$ cat config.mk
export PLATFORM = sky130hd
export DESIGN_NAME = arb_req_client_flat
export DESIGN_NICKNAME = d
export VERILOG_FILES = /design/src/rtl/arb_req_client_if.sv /design/src/rtl/arb_req_client.sv /design/src/flat_wrapper.sv
export SDC_FILE = /design/constraint.sdc
export NUM_CORES = 1
export LEC_CHECK = 0
export CORE_MARGIN = 2
export CORE_UTILIZATION = 59
export CTS_BUF_LIST = sky130_fd_sc_hd__clkbuf_4
export DETAILED_ROUTE_END_ITERATION = 16
export HOLD_SLACK_MARGIN = 0.08
export PLACE_DENSITY = 0.81
export SYNTH_ARGS = -nofsm -noshare
export SYNTH_HDL_FRONTEND = slang
export SYNTH_SLANG_ARGS = --single-unit
$ cat constraint.sdc
create_clock -name clk -period 2.7 [get_ports clk]
set_clock_uncertainty 0.15 [all_clocks]
set_input_delay 0.54 -clock clk [delete_from_list [all_inputs] [get_ports clk]]
set_output_delay 0.54 -clock clk [all_outputs]
set_load 0.05 [all_outputs]
$ cat src/rtl/arb_req_client_if.sv
// arb_req_client_if: command, arbiter and beat-bus signals of one
// requester port, grouped for the client and its environment.
interface arb_req_client_if #(
  parameter int DATA_W = 8,
  parameter int LEN_W  = 4
);
  logic              cmd_valid;
  logic              cmd_ready;
  logic [DATA_W-1:0] cmd_data;
  logic [LEN_W-1:0]  cmd_len;
  logic              req;
  logic              grant;
  logic              bus_valid;
  logic [DATA_W-1:0] bus_data;
  logic              bus_last;
  logic              burst_done;
  logic              starve;

  modport master (
    input  cmd_valid, cmd_data, cmd_len, grant,
    output cmd_ready, req, bus_valid, bus_data,
    output bus_last, burst_done, starve
  );

  modport slave (
    output cmd_valid, cmd_data, cmd_len, grant,
    input  cmd_ready, req, bus_valid, bus_data,
    input  bus_last, burst_done, starve
  );
endinterface

$ cat src/rtl/arb_req_client.sv
// arb_req_client: queues burst commands, requests one arbiter port
// and issues one beat per granted cycle, with a gap after each burst.
module arb_req_client #(
  parameter int DATA_W   = 8,
  parameter int LEN_W    = 4,
  parameter int DEPTH    = 4,
  parameter int WAIT_MAX = 15
) (
  input logic clk,
  input logic rst,
  arb_req_client_if.master io
);

  localparam int PW = (DEPTH > 1) ? $clog2(DEPTH) : 1;
  localparam int CW = PW + 1;
  localparam int WW = $clog2(WAIT_MAX + 1);
  localparam logic [CW-1:0] FULL = CW'(DEPTH);
  localparam logic [WW-1:0] WMAX = WW'(WAIT_MAX);

  typedef enum logic [1:0] {
    IDLE = 2'd0,
    REQ  = 2'd1,
    GAP  = 2'd2
  } state_t;

  state_t state;
  state_t state_nx;

  logic [DATA_W-1:0] mem_data [DEPTH];
  logic [LEN_W-1:0]  mem_len  [DEPTH];
  logic [PW-1:0]     wr_ptr;
  logic [PW-1:0]     rd_ptr;
  logic [CW-1:0]     count;

  logic [DATA_W-1:0] base;
  logic [LEN_W-1:0]  len;
  logic [LEN_W-1:0]  beat_cnt;
  logic [WW-1:0]     wait_cnt;
  logic              req_q;
  logic              done_q;

  logic push;
  logic pop;
  logic beat;
  logic last;

  assign io.cmd_ready  = (count != FULL);
  assign io.req        = req_q;
  assign io.burst_done = done_q;
  assign push = io.cmd_valid && (count != FULL);

  // state register
  always_ff @(posedge clk or negedge rst) begin
    if (!rst) state <= IDLE;
    else      state <= state_nx;
  end

  // next-state: pop out of IDLE/GAP, leave REQ on the last beat
  always_comb begin
    state_nx = state;
    unique case (state)
      IDLE: if (pop) state_nx = REQ;
      REQ:  if (last) state_nx = GAP;
      GAP:  state_nx = pop ? REQ : IDLE;
      default: state_nx = IDLE;
    endcase
  end

  // outputs: beats only while requesting; grant elsewhere is ignored
  always_comb begin
    pop          = 1'b0;
    beat         = 1'b0;
    last         = 1'b0;
    io.bus_valid = 1'b0;
    io.bus_data  = base + DATA_W'(beat_cnt);
    io.bus_last  = 1'b0;
    io.starve    = 1'b0;
    unique case (1'b1)
      state == REQ: begin
        beat         = io.grant;
        last         = io.grant && (beat_cnt == len);
        io.bus_valid = beat;
        io.bus_last  = last;
        io.starve    = (wait_cnt == WMAX);
      end
      default: pop = (count != '0);
    endcase
  end

  // command storage; contents need no reset, pointers gate them
  always_ff @(posedge clk) begin
    if (push) begin
      mem_data[wr_ptr] <= io.cmd_data;
      mem_len[wr_ptr]  <= io.cmd_len;
    end
  end

  // FIFO pointers and occupancy
  always_ff @(posedge clk or negedge rst) begin
    if (!rst) begin
      wr_ptr <= '0;
      rd_ptr <= '0;
      count  <= '0;
    end else begin
      if (push) wr_ptr <= wr_ptr + PW'(1);
      if (pop)  rd_ptr <= rd_ptr + PW'(1);
      unique case (1'b1)
        push && !pop: count <= count + CW'(1);
        pop && !push: count <= count - CW'(1);
        default:      count <= count;
      endcase
    end
  end

  // burst context: loaded on pop, beat counter advances per grant
  always_ff @(posedge clk or negedge rst) begin
    if (!rst) begin
      base     <= '0;
      len      <= '0;
      beat_cnt <= '0;
    end else if (pop) begin
      base     <= mem_data[rd_ptr];
      len      <= mem_len[rd_ptr];
      beat_cnt <= '0;
    end else if (beat && !last) begin
      beat_cnt <= beat_cnt + LEN_W'(1);
    end
  end

  // saturating ungranted-cycle counter for starvation
  always_ff @(posedge clk or negedge rst) begin
    if (!rst) begin
      wait_cnt <= '0;
    end else if (pop) begin
      wait_cnt <= '0;
    end else if (state == REQ) begin
      if (io.grant)             wait_cnt <= '0;
      else if (wait_cnt != WMAX) wait_cnt <= wait_cnt + WW'(1);
    end
  end

  // registered req and completion pulse
  always_ff @(posedge clk or negedge rst) begin
    if (!rst) begin
      req_q  <= 1'b0;
      done_q <= 1'b0;
    end else begin
      req_q  <= (state_nx == REQ);
      done_q <= last;
    end
  end

endmodule

$ cat src/flat_wrapper.sv
// flat-port wrapper written by rule: the top's interface ports become plain ports
module arb_req_client_flat 
#(
  parameter int DATA_W   = 8,
  parameter int LEN_W    = 4,
  parameter int DEPTH    = 4,
  parameter int WAIT_MAX = 15
)
  (clk, rst, io_cmd_valid, io_cmd_data, io_cmd_len, io_grant, io_cmd_ready, io_req, io_bus_valid, io_bus_data, io_bus_last, io_burst_done, io_starve);
  arb_req_client_if #(.DATA_W(DATA_W), .LEN_W(LEN_W)) io_i ();
  input logic clk;
  input logic rst;
  input wire logic [$bits(io_i.cmd_valid)-1:0] io_cmd_valid;
  input wire logic [$bits(io_i.cmd_data)-1:0] io_cmd_data;
  input wire logic [$bits(io_i.cmd_len)-1:0] io_cmd_len;
  input wire logic [$bits(io_i.grant)-1:0] io_grant;
  output wire logic [$bits(io_i.cmd_ready)-1:0] io_cmd_ready;
  output wire logic [$bits(io_i.req)-1:0] io_req;
  output wire logic [$bits(io_i.bus_valid)-1:0] io_bus_valid;
  output wire logic [$bits(io_i.bus_data)-1:0] io_bus_data;
  output wire logic [$bits(io_i.bus_last)-1:0] io_bus_last;
  output wire logic [$bits(io_i.burst_done)-1:0] io_burst_done;
  output wire logic [$bits(io_i.starve)-1:0] io_starve;
  assign io_i.cmd_valid = io_cmd_valid;
  assign io_i.cmd_data = io_cmd_data;
  assign io_i.cmd_len = io_cmd_len;
  assign io_i.grant = io_grant;
  assign io_cmd_ready = io_i.cmd_ready;
  assign io_req = io_i.req;
  assign io_bus_valid = io_i.bus_valid;
  assign io_bus_data = io_i.bus_data;
  assign io_bus_last = io_i.bus_last;
  assign io_burst_done = io_i.burst_done;
  assign io_starve = io_i.starve;
  arb_req_client #(.DATA_W(DATA_W), .LEN_W(LEN_W), .DEPTH(DEPTH), .WAIT_MAX(WAIT_MAX)) u_core (.clk(clk), .rst(rst), .io(io_i));
endmodule
==> metrics, run 1 <==
kind of critical path=reg -> out; synthesized flop and latch total=slightly below 80; Crit path required time=about 2.0 ns; outcome=complete, but fails checks; Slew Limit Fails=0; CP startpoint kind=flip-flop; share of layout cells above drive strength 1=0.313; Core Rows=27; Mean Syn Cell Area=16.3 µm²; Mapped Area=roughly 3400 µm²; CP Capture Type=primary output; Ant. Diodes=0; R2R cell count=10; Die X=80.4 µm; TritonCTS buffer count=9; Final Cell Area=4290 µm²; worst skew pair latency=about 0.43 ns; first-pass GRT wire length=approximately 9.7 mm; PD cells=approximately 1300 nW/µm²; CP max FO=2; DR vias/cell=5.56; crit share post-route=1.06; Reg2Reg Setup Slack=0.42 ns; fin worst setup slack=-0.158 ns; Area Overhead vs Synth=24.4%; CTS tree=done; H-tree depth=3; die height=roughly 80 µm; Detailed Route Iter0 Violations=about 90; R2R Path End=u_core.count[2]$_DFFE_PN0P_; Pwr Total=about 0.0056 W; Die ar.=between 6000 and 7000 µm²; final hold vios=0; drt first pass iters=4; failing checks=negative setup slack; leakage=1.69 nW; clock buffer depth=2; synthesized instance count=211; dpl cell area=3940 µm²; GRT Residual Overflow=0; Cell variety after synth=37; Slew @ Worst Pin=approximately 0.58 ns; Syn Nets=240; largest net degree at the start of global routing=32; fill count=roughly 330; Tmin final=between 2 and 3 ns; Tot GR Track Use=0.211; vias=~1,900; Routed WL per cell=~19 µm; part of the Yosys area used for sequential elements=0.644; total number of yosys warnings=0; maximum VDD drop=just over 0.9 mV; # setup viols final=3; Max Cap Viol=0; final core occ=0.769; vias in the first global route=approximately 1,900; Worst Path Arrival=between 2 and 2.5 ns; Critical R2R Launch=u_core.count[0]$_DFFE_PN0P_; antenna-violating nets left=0; most common cell after layout, fill and taps aside=edfxtp_1; Buffers on Ports=29; DRC Markers=0; Root Buffer=clkbuf_4; Post-Route WL=6.31 mm; Initial Utilization=0.618; CTS clk-pin slew, worst paths=0.12 ns; unrepaired setup endpoints after global routing=yes; DP Wirelength=a little under 4 mm; HP Class=in -> async; most frequent cells in the layout=edfxtp_1 (48), dfrtp_1 (30), clkdlybuf4s50_1 (18); WHS=roughly 0.35 ns; initial antenna violation count=0; Max-slew headroom=0.616; worst slack, placed=about 0.15 ns; final net count=slightly below 300; I/O pins=30; fmax=approximately 0.35 GHz; Sink Count=slightly below 80; GPL Wtd Cong=between 0.7 and 0.8; Core Region=about 5600 µm²
==> flip-flops by register name, indices dropped and copies added (netlist names) <==
signal / cells
u_core.io.burst_done: 1
u_core.io.req: 1
u_core.beat_cnt: 4
u_core.wait_cnt: 4
u_core.base: 8
u_core.wr_ptr: 2
u_core.mem_len: 16
u_core.state: 2
u_core.count: 3
u_core.mem_data: 32
u_core.rd_ptr: 2
u_core.len: 4
==> final cells by class <==
class | instances | area [µm²] | area share
flip-flops and latches | 79 | 2220 | 0.518
multi-input cells | 113 | 1260 | 0.294
repair buffers | 44 | 497 | 0.116
clock inverters | 7 | 103 | 0.0239
well taps | 72 | 90.1 | 0.0210
clock buffers | 9 | 67.6 | 0.0158
inverters | 13 | 48.8 | 0.0114
==> power by group <==
group          switching (W)  internal (W)  leakage [nW]
Clock               0.000423      0.000386        0.0875
Combinational        0.00145       0.00139         0.789
Sequential          0.000278       0.00165         0.817
==> synthesized netlist by cell type (all sizes together) <==
cell / n / area share
xnor2: 11 / 0.028
dfrtp: 31 / 0.23
a21o: 1 / 0.0022
fa: 2 / 0.012
nand3: 6 / 0.0087
a211oi: 2 / 0.0044
buf: 6 / 0.015
mux2: 12 / 0.047
nor3b: 1 / 0.0022
and2: 1 / 0.0018
nor3: 3 / 0.0058
nor2: 7 / 0.0084
xor2: 7 / 0.018
a21oi: 3 / 0.0044
or3: 1 / 0.0018
inv: 13 / 0.014
nor2b: 2 / 0.0036
edfxtp: 48 / 0.42
ha: 11 / 0.040
nand2: 7 / 0.0076
o21ai: 9 / 0.013
mux2i: 3 / 0.0087
nand4: 3 / 0.0054
mux4: 12 / 0.084
a41oi: 1 / 0.0047
o2111ai: 1 / 0.0025
nand3b: 1 / 0.0022
and3: 5 / 0.0091
o31ai: 1 / 0.0022
==> worst max-delay path: stages (launching register included) <==
cell	delay, ns
dfrtp_1	0.43
ha_4	0.16
inv_2	0.04
fa_2	0.35
nor2b_2	0.15
o21ai_2	0.09
a21oi_2	0.18
xor2_2	0.19
buf_12	0.16
==> worst max path at each step <==
| stage | end | slack, ns | start |
|---|---|---|---|
| after floorplan | io_bus_data[6] | 0.03 | u_core.beat_cnt[0]$_DFFE_PN0P_ |
| after global placement | io_bus_data[6] | 0.25 | u_core.beat_cnt[0]$_DFFE_PN0P_ |
| after detailed placement | io_bus_data[6] | 0.15 | u_core.base[0]$_DFFE_PN0P_ |
| after CTS | io_bus_data[6] | -0.16 | u_core.base[0]$_DFFE_PN0P_ |
| after global routing | io_bus_data[6] | -0.25 | u_core.base[0]$_DFFE_PN0P_ |
| final | io_bus_data[6] | -0.16 | u_core.base[0]$_DFFE_PN0P_ |
==> per-stage QoR <==
step	TNS, ns	std cells
after floorplan	0	211
after global placement	0	315
after detailed placement	0	315
after CTS	-0.417	336
after global routing	-0.742	337
final	-0.280	337
==> cells by family (layout without fill, tap and decap cells) <==
kind of cell | count (synthesis) | after routing | synth area share
DFF | 79 | 79 | 0.644
and+or+nand+nor | 37 | 37 | 0.0567
muxes | 27 | 27 | 0.139
buffers and inverters | 19 | 73 | 0.0294
AOI/OAI and AO/OA | 18 | 18 | 0.0334
xor gates and xnor gates | 18 | 18 | 0.0458
adders and majority gates | 13 | 13 | 0.0516
==> timing repair <==
| action | 4_1_cts | 5_1_grt |
|---|---|---|
| buffers inserted | 5 | 1 |
| pin swaps | 7 | 10 |
| hold buffers | 0 | 0 |
| endpoints found under the setup margin | 4 | 8 |
| gates resized for setup | 8 | 18 |
==> layer usage <==
layer  part of all wire  track usage
met5                  0            0
met1               0.44        0.273
met4              0.018       0.0915
met2               0.50        0.343
met3              0.040       0.0539
(Power assumes the default switching activity.)
==> run 2, diff against run 1 <==
--- a/config.mk
+++ b/config.mk
@@ -8,9 +8,11 @@
 export CORE_MARGIN = 2
 export CORE_UTILIZATION = 59
 export CTS_BUF_LIST = sky130_fd_sc_hd__clkbuf_4
+export CTS_CLUSTER_SIZE = 12
 export DETAILED_ROUTE_END_ITERATION = 16
 export HOLD_SLACK_MARGIN = 0.08
 export PLACE_DENSITY = 0.81
+export SKIP_CTS_REPAIR_TIMING = 1
 export SYNTH_ARGS = -nofsm -noshare
 export SYNTH_HDL_FRONTEND = slang
 export SYNTH_SLANG_ARGS = --single-unit
==> run 2 against run 1 <==
Effect of this change:
- the flow still finishes with violations (negative setup slack)
- wire length fell by 2.8%
- flip-flop and latch count did not move
- register-to-register slack barely moved
- global-route usage fell by 0.88 points
- via count fell by 0.48%
- critical endpoint unchanged
==> metrics, run 2 (synthesis results as in run 1) <==
I/O pins=30; Slew @ Worst Pin=between 0.5 and 0.6 ns; antenna-violating nets left=0; Worst Path Arrival=approximately 2.1 ns; fmax=between 0.3 and 0.4 GHz; most common cell after layout, fill and taps aside=edfxtp_1; Pwr Total=approximately 0.0054 W; failing checks=negative setup slack; Reg power frac=0.355; die height=80.4 µm; CTS tree=done; outcome=complete, but fails checks; Max-slew headroom=0.618; Setup TNS=-0.365 ns; vias in the first global route=about 1,900; fin worst setup slack=-0.132 ns; CP startpoint kind=flip-flop; largest net degree at the start of global routing=32; kind of critical path=reg -> out; final net count=around 290; Core Rows=27; CP max FO=3; GRT Residual Overflow=0; Max Cap Viol=0; Routed WL per cell=around 18 µm; CP Capture Type=primary output; TritonCTS buffer count=9; final hold vios=0; critical-path cell list=ha_4, inv_2, fa_2, nor2b_1, o21ai_1, a21oi_2, xor2_2, buf_12; drt first pass iters=5; Internal=around 0.0034 W; part of the power in combinational logic=0.496; Reg2Reg Setup Slack=0.42 ns; Final Cell Area=roughly 4200 µm²; Largest regs=u_core.mem_data (32), u_core.mem_len (16), u_core.base (8); vias=about 1,900; worst skew pair latency=~0.42 ns; Crit path required time=2.01 ns; leakage=around 1.7 nW; # setup viols final=4; Die ar.=6470 µm²; Initial Utilization=0.618; share of layout cells above drive strength 1=0.286; initial antenna violation count=0; Ant. Diodes=0; dpl cell area=roughly 3900 µm²; Root Buffer=clkbuf_4; final core occ=0.757; Tmin final=2.83 ns; GPL Wtd Cong=about 0.77; most frequent cells in the layout=edfxtp_1 (48), dfrtp_1 (29), clkdlybuf4s50_1 (18); PD cells=around 1300 nW/µm²; Detailed Route Iter0 Violations=155; Switching Power=approximately 0.0021 W; switching share of total power=0.382; H-tree depth=3; DR vias/cell=roughly 5.6; Non-Filler Instances=between 300 and 400; Area Overhead vs Synth=22.4%; unrepaired setup endpoints after global routing=yes; DP Wirelength=between 3 and 4 mm; maximum VDD drop=a little over 0.9 mV; max FFs per register=32; Largest Register=u_core.mem_data; crit share post-route=1.05; CTS clk-pin slew, worst paths=~0.13 ns; Tot GR Track Use=0.203; DRC Markers=0; Clock power frac=0.149; delay of the slowest critical-path stage=around 0.43 ns; Post-Place Cells=between 300 and 400; HP Class=in -> async; Buffers on Ports=29; Die X=a little over 80 µm; first-pass GRT wire length=a little over 9 mm; clock buffer depth=2; Core Region=around 5600 µm²; Post-Route WL=6.13 mm; Slew Limit Fails=0; Sink Count=79; Worst path slowest cell=dfrtp_1
-- run 2: layout make-up --
| type | instances | area [µm²] |
|---|---|---|
| Multi-Input combinational cell | 113 | 1220 |
| Inverter | 13 | 48.8 |
| Tap cell | 72 | 90.1 |
| Clock buffer | 9 | 67.6 |
| Timing Repair Buffer | 41 | 470 |
| Fill cell | 343 | 1360 |
| Clock inverter | 7 | 103 |
| Sequential cell | 79 | 2220 |
-- run 2: per-layer routing --
layer  routed length [µm]  track usage  vias to the layer above  share of wire
li1                     -            -                      879              -
met1                 2750        0.268                      932           0.45
met2                 3100        0.323                       51           0.50
met3                  231       0.0506                        4          0.038
met4                   59       0.0864                        0         0.0096
met5                    0            0                        -              0
-- run 2: worst max-delay path: cells and delay by family, from the launching register on --
kind | cells | cell delay, ns
fa+ha+maj | 2 | 0.49
flops | 1 | 0.43
xor+xnor | 1 | 0.19
compound gates | 2 | 0.29
buf+inv | 2 | 0.20
simple gates | 1 | 0.12
-- run 2: path summary, 6_finish.rpt --
check,endpoint,startpoint,cells past startpoint
max,io_bus_data[6],u_core.base[0]$_DFFE_PN0P_,8
min,u_core.wait_cnt[2]$_DFFE_PN0P_,rst,2
max reg2reg,u_core.count[2]$_DFFE_PN0P_,u_core.count[0]$_DFFE_PN0P_,10
min reg2reg,u_core.count[0]$_DFFE_PN0P_,u_core.count[0]$_DFFE_PN0P_,1
max in group asynchronous,u_core.beat_cnt[1]$_DFFE_PN0P_,rst,2
min in group clk,u_core.count[0]$_DFFE_PN0P_,u_core.count[0]$_DFFE_PN0P_,1
-- run 2: power by group through the flow --
stage,Clock [W],Combinational (W),Sequential [W]
2_1_floorplan,0,0.00172,0.00187
3_3_place_gp,0,0.00249,0.00190
3_5_place_dp,0,0.00256,0.00192
4_1_cts,0.000827,0.00257,0.00190
5_1_grt,0.000879,0.00289,0.00197
6_report,0.000810,0.00270,0.00193
-- run 2: stage by stage --
stage	setup WS (ns)	hold slack, ns
after floorplan	0.0299	0.0944
after global placement	0.248	0.347
after detailed placement	0.148	0.358
after CTS	-0.338	0.346
after global routing	-0.261	0.367
final	-0.132	0.355
